==> config.mk <==
export PLATFORM = sky130hd
export DESIGN_NAME = register_file
export DESIGN_NICKNAME = d
export VERILOG_FILES = /design/src/rtl/register_file.sv
export SDC_FILE = /design/constraint.sdc
export NUM_CORES = 2
export LEC_CHECK = 0
export CAP_MARGIN = 5
export CORE_UTILIZATION = 50
export DETAILED_ROUTE_END_ITERATION = 10
export HOLD_SLACK_MARGIN = 0.15
export PLACE_DENSITY = 0.77
export SYNTH_ARGS = -nofsm -noshare
export SYNTH_HDL_FRONTEND = slang
export SYNTH_SLANG_ARGS = --single-unit
==> constraint.sdc <==
create_clock -name Clk -period 1.8 [get_ports Clk]
set_input_delay 0.18 -clock Clk [delete_from_list [all_inputs] [get_ports Clk]]
set_output_delay 0.18 -clock Clk [all_outputs]
set_load 0.02 [all_outputs]
==> src/rtl/register_file.sv <==
//------------------------------------------------------------------------------
// register_file : 32 x 64-bit register file, two combinational read ports, one
//                 synchronous write port, X31 hard-wired to zero.
// Optional macro: REGFILE_BYPASS_EN (forward BusW onto a matching read port).
// Revision: 1.0
//------------------------------------------------------------------------------
`default_nettype none

module register_file (
  input  logic        Clk,
  input  logic        ResetL,
  input  logic [4:0]  RA,
  input  logic [4:0]  RB,
  input  logic [4:0]  RW,
  input  logic [63:0] BusW,
  input  logic        RegWr,
  output logic [63:0] BusA,
  output logic [63:0] BusB
);

  localparam int        NUM_REGS = 31;
  localparam logic [4:0] XZR     = 5'd31;

  logic [63:0] regs_q [NUM_REGS];
  logic [63:0] regs_d [NUM_REGS];
  logic [63:0] rd_view [32];
  logic        wr_ok;

  assign wr_ok = RegWr && (RW != XZR);

  always_comb begin
    regs_d = regs_q;
    for (int i = 0; i < NUM_REGS; i++) begin
      if (wr_ok && (RW == 5'(i))) begin
        regs_d[i] = BusW;
      end
    end
  end

  always_ff @(posedge Clk or negedge ResetL) begin
    if (!ResetL) begin
      for (int i = 0; i < NUM_REGS; i++) begin
        regs_q[i] <= '0;
      end
    end else begin
      regs_q <= regs_d;
    end
  end

  // Full 32-entry view so read addresses never index past the storage.
  generate
    for (genvar g = 0; g < NUM_REGS; g++) begin : g_view
      assign rd_view[g] = regs_q[g];
    end
  endgenerate
  assign rd_view[31] = '0;

  always_comb begin
    BusA = rd_view[RA];
    BusB = rd_view[RB];
`ifdef REGFILE_BYPASS_EN
    if (wr_ok && (RW == RA)) BusA = BusW;
    if (wr_ok && (RW == RB)) BusB = BusW;
`endif
    if (!ResetL) begin
      BusA = '0;
      BusB = '0;
    end
  end

endmodule

`default_nettype wire

==> results.py <==
metrics = {
    "finish": {
        "final_cell_mix": "dfrtp_1, mux2_2, buf_4",
        "nNetsFinal": 8806,
        "drive_gt1_share_pct": 57.2,
        "largest_register_ffs": 1984,
        "final_common_cell": "dfrtp_1",
        "syn_to_final_growth_pct": 27.7,
    },
    "place": {
        "place.gp.congestion": 0.898,
        "numPortBuffers": 209,
        "dpl_worst_slack_ps": -1000,
        "hpwl_mm": 245,
    },
    "die": {
        "initial_core_util_pct": 50.4,
        "dieHeight_um": 465,
        "pin_count": 210,
        "row_count": 169,
        "die-area_sq_um": 216000,
        "core_area_sq_um": 212000,
        "die_width_um": 465,
    },
    "sta": {
        "min_period_over_period_pct": 153,
        "fin_ws_ps": -947,
        "fin_skew_ps": 0,
        "rsz0062_at_grt": "yes",
        "slew_violations": 0,
        "fmax_ghz": 0.364,
        "post-route-min-period_ps": 2750,
        "setup_violations": 128,
        "worstMarginPinSlew_ps": 1030,
        "hold_viol": 0,
        "max_slew_margin_pct": 31.3,
        "fin_hold_ws_ps": 153,
    },
    "setup_path": {
        "start_kind": "flip-flop",
        "cp.arrival_ps": 2570,
        "regToRegSetupSlack_ps": 670,
        "worst-setup-path-type": "flip-flop to output pin",
        "crit_required_ps": 1620,
        "end_kind": "output pin",
        "crit_fanout": 2,
    },
    "global_route": {
        "grt_start_max_net_pins": 70,
        "grt_pass1_vias": 82500,
        "grt_pass1_wl_mm": 548,
        "antenna_found_initial": 9,
        "track_usage_pct": 34.0,
        "overflow": 0,
    },
    "clock_network": {
        "cts_buffers": 207,
        "htreeDepth": 4,
        "clk_latency_ps": 860,
        "cts_sinks": 1984,
        "clk_transition_reported_paths_ps": 70,
        "cts_tree": "done",
        "cts-root-buf": "clkbuf_16",
        "clk_path_buf_depth": 3,
    },
    "logic_synthesis": {
        "syn_area_sq_um": 107000,
        "netlist_top_cells_area": "dfrtp_1, mux2_2, mux4_2",
        "ys_types": 38,
        "seq_area_frac_synth_pct": 46.4,
        "synth_area_leader_cell": "dfrtp_1",
        "synth_cells": 7555,
        "netlist.area_leader.share_pct": 46.4,
        "synth_nets": 7637,
        "avgSynthCellArea_sq_um": 14.2,
        "ys_seq_elements": 1984,
        "yosys_warnings": 0,
    },
    "flow_run": {
        "drv_cap": 0,
    },
    "drt": {
        "drtIter0Drc": 9387,
        "vias_per_cell": 6.76,
        "wl_mm": 371,
        "drcViolationCount": 4,
        "ant_nets": 0,
        "wl_per_cell_um": 31.6,
        "drtPass1Iterations": 11,
        "route.vias.total": 79300,
    },
    "power_and_ir_drop": {
        "p_leak_uw": 0.0606,
        "vdd_drop_max_v": 0.00108,
        "power.density_nw_per_um2": 1020,
    },
    "outcome": {
        "violations": "DRC, setup timing",
        "status": "finished with violations",
    },
    "hold_path": {
        "hp-class": "primary input to async pin",
    },
}
==> synth_stat cells, drive strengths merged <==
master,count
dfrtp,1984
o221a,190
o31ai,32
o41ai,95
nand4b,3
nand2,81
o221ai,34
o21a,32
nor3,6
mux2i,861
nor2b,38
or2,5
a211oi,159
nand2b,11
nor3b,2
nand3b,1
nor2,203
o22ai,159
clkbuf,410
mux4,641
o21ai,159
nand4,2
buf,426
mux2,1922
inv,64
a31oi,1
nor4,2
o211ai,32
==> worst max-delay path: stages, from the launching register on <==
cell and delay [ps]:
dfrtp_1 400, buf_6 120, mux4_2 490, nor2b_4 150, a211oi_2 160, buf_4 160
a211oi_4 50, buf_6 160
==> stage by stage <==
stage	instance area, sq um	cells	util, %	power (uW)	TNS [ps]
5_1_grt	137000	11700	64.4	145000	-107200
2_1_floorplan	110000	7555	-	80200	-1210
4_1_cts	136000	11700	64.0	139000	-117570
3_3_place_gp	126000	11200	59.6	90900	-1199950
3_5_place_dp	126000	11200	59.6	93100	-1260500
6_report	137000	11700	64.4	140000	-101040
==> final timing paths <==
check / start / end / depth (start not counted)
worst max-delay path: rd_view[1680] / BusA[16] / 7
worst min-delay path: ResetL / rd_view[393] / 7
worst min register to register: rd_view[765] / rd_view[765] / 1
worst max register to register: rd_view[554] / rd_view[554] / 4
min in group Clk: BusW[54] / rd_view[182] / 4
max in group asynchronous: ResetL / rd_view[1975] / 6
==> layer usage <==
layer	share of wire, %	GRT usage, %	up-vias	routed length, um
met5	0.0030	0	-	11
met2	46	52.5	4776	171000
met4	6.4	19.4	2	23600
met1	38	44.1	41900	140000
li1	-	-	31300	-
met3	9.7	7.91	1290	36000
==> report_power, final <==
group	internal [uW]	switching [uW]
logic	20300	14700
clock network	25800	19100
registers	53400	6560
==> repair_timing <==
| item | 4_1_cts | 5_1_grt |
|---|---|---|
| pin swaps | 222 | 94 |
| hold buffers | 103 | 11 |
| hold endpoints to repair | 1620 | 96 |
| gates resized for setup | 683 | 110 |
| buffers inserted | 41 | 25 |
| endpoints found under the setup margin | 128 | 209 |
==> cell type report <==
cell class	instances	area, sq um
fill	14600	75700
multi-input combinational	4671	56800
sequential	1984	49600
timing repair buffer	1796	19300
clock buffer	310	6180
tap	2821	3530
clock inverter	74	940
inverter	64	240
antenna	8	20.0
==> kinds of logic after synthesis <==
group                  count (synthesis)  share of synthesized area (%)
AOI/OAI and AO/OA                    893                           6.52
buffers and inverters                900                           3.83
DFF                                 1984                           46.4
muxes                               3424                           41.8
and+or+nand+nor                      354                           1.50
No activity file was read; power rests on OpenSTA's default activity.
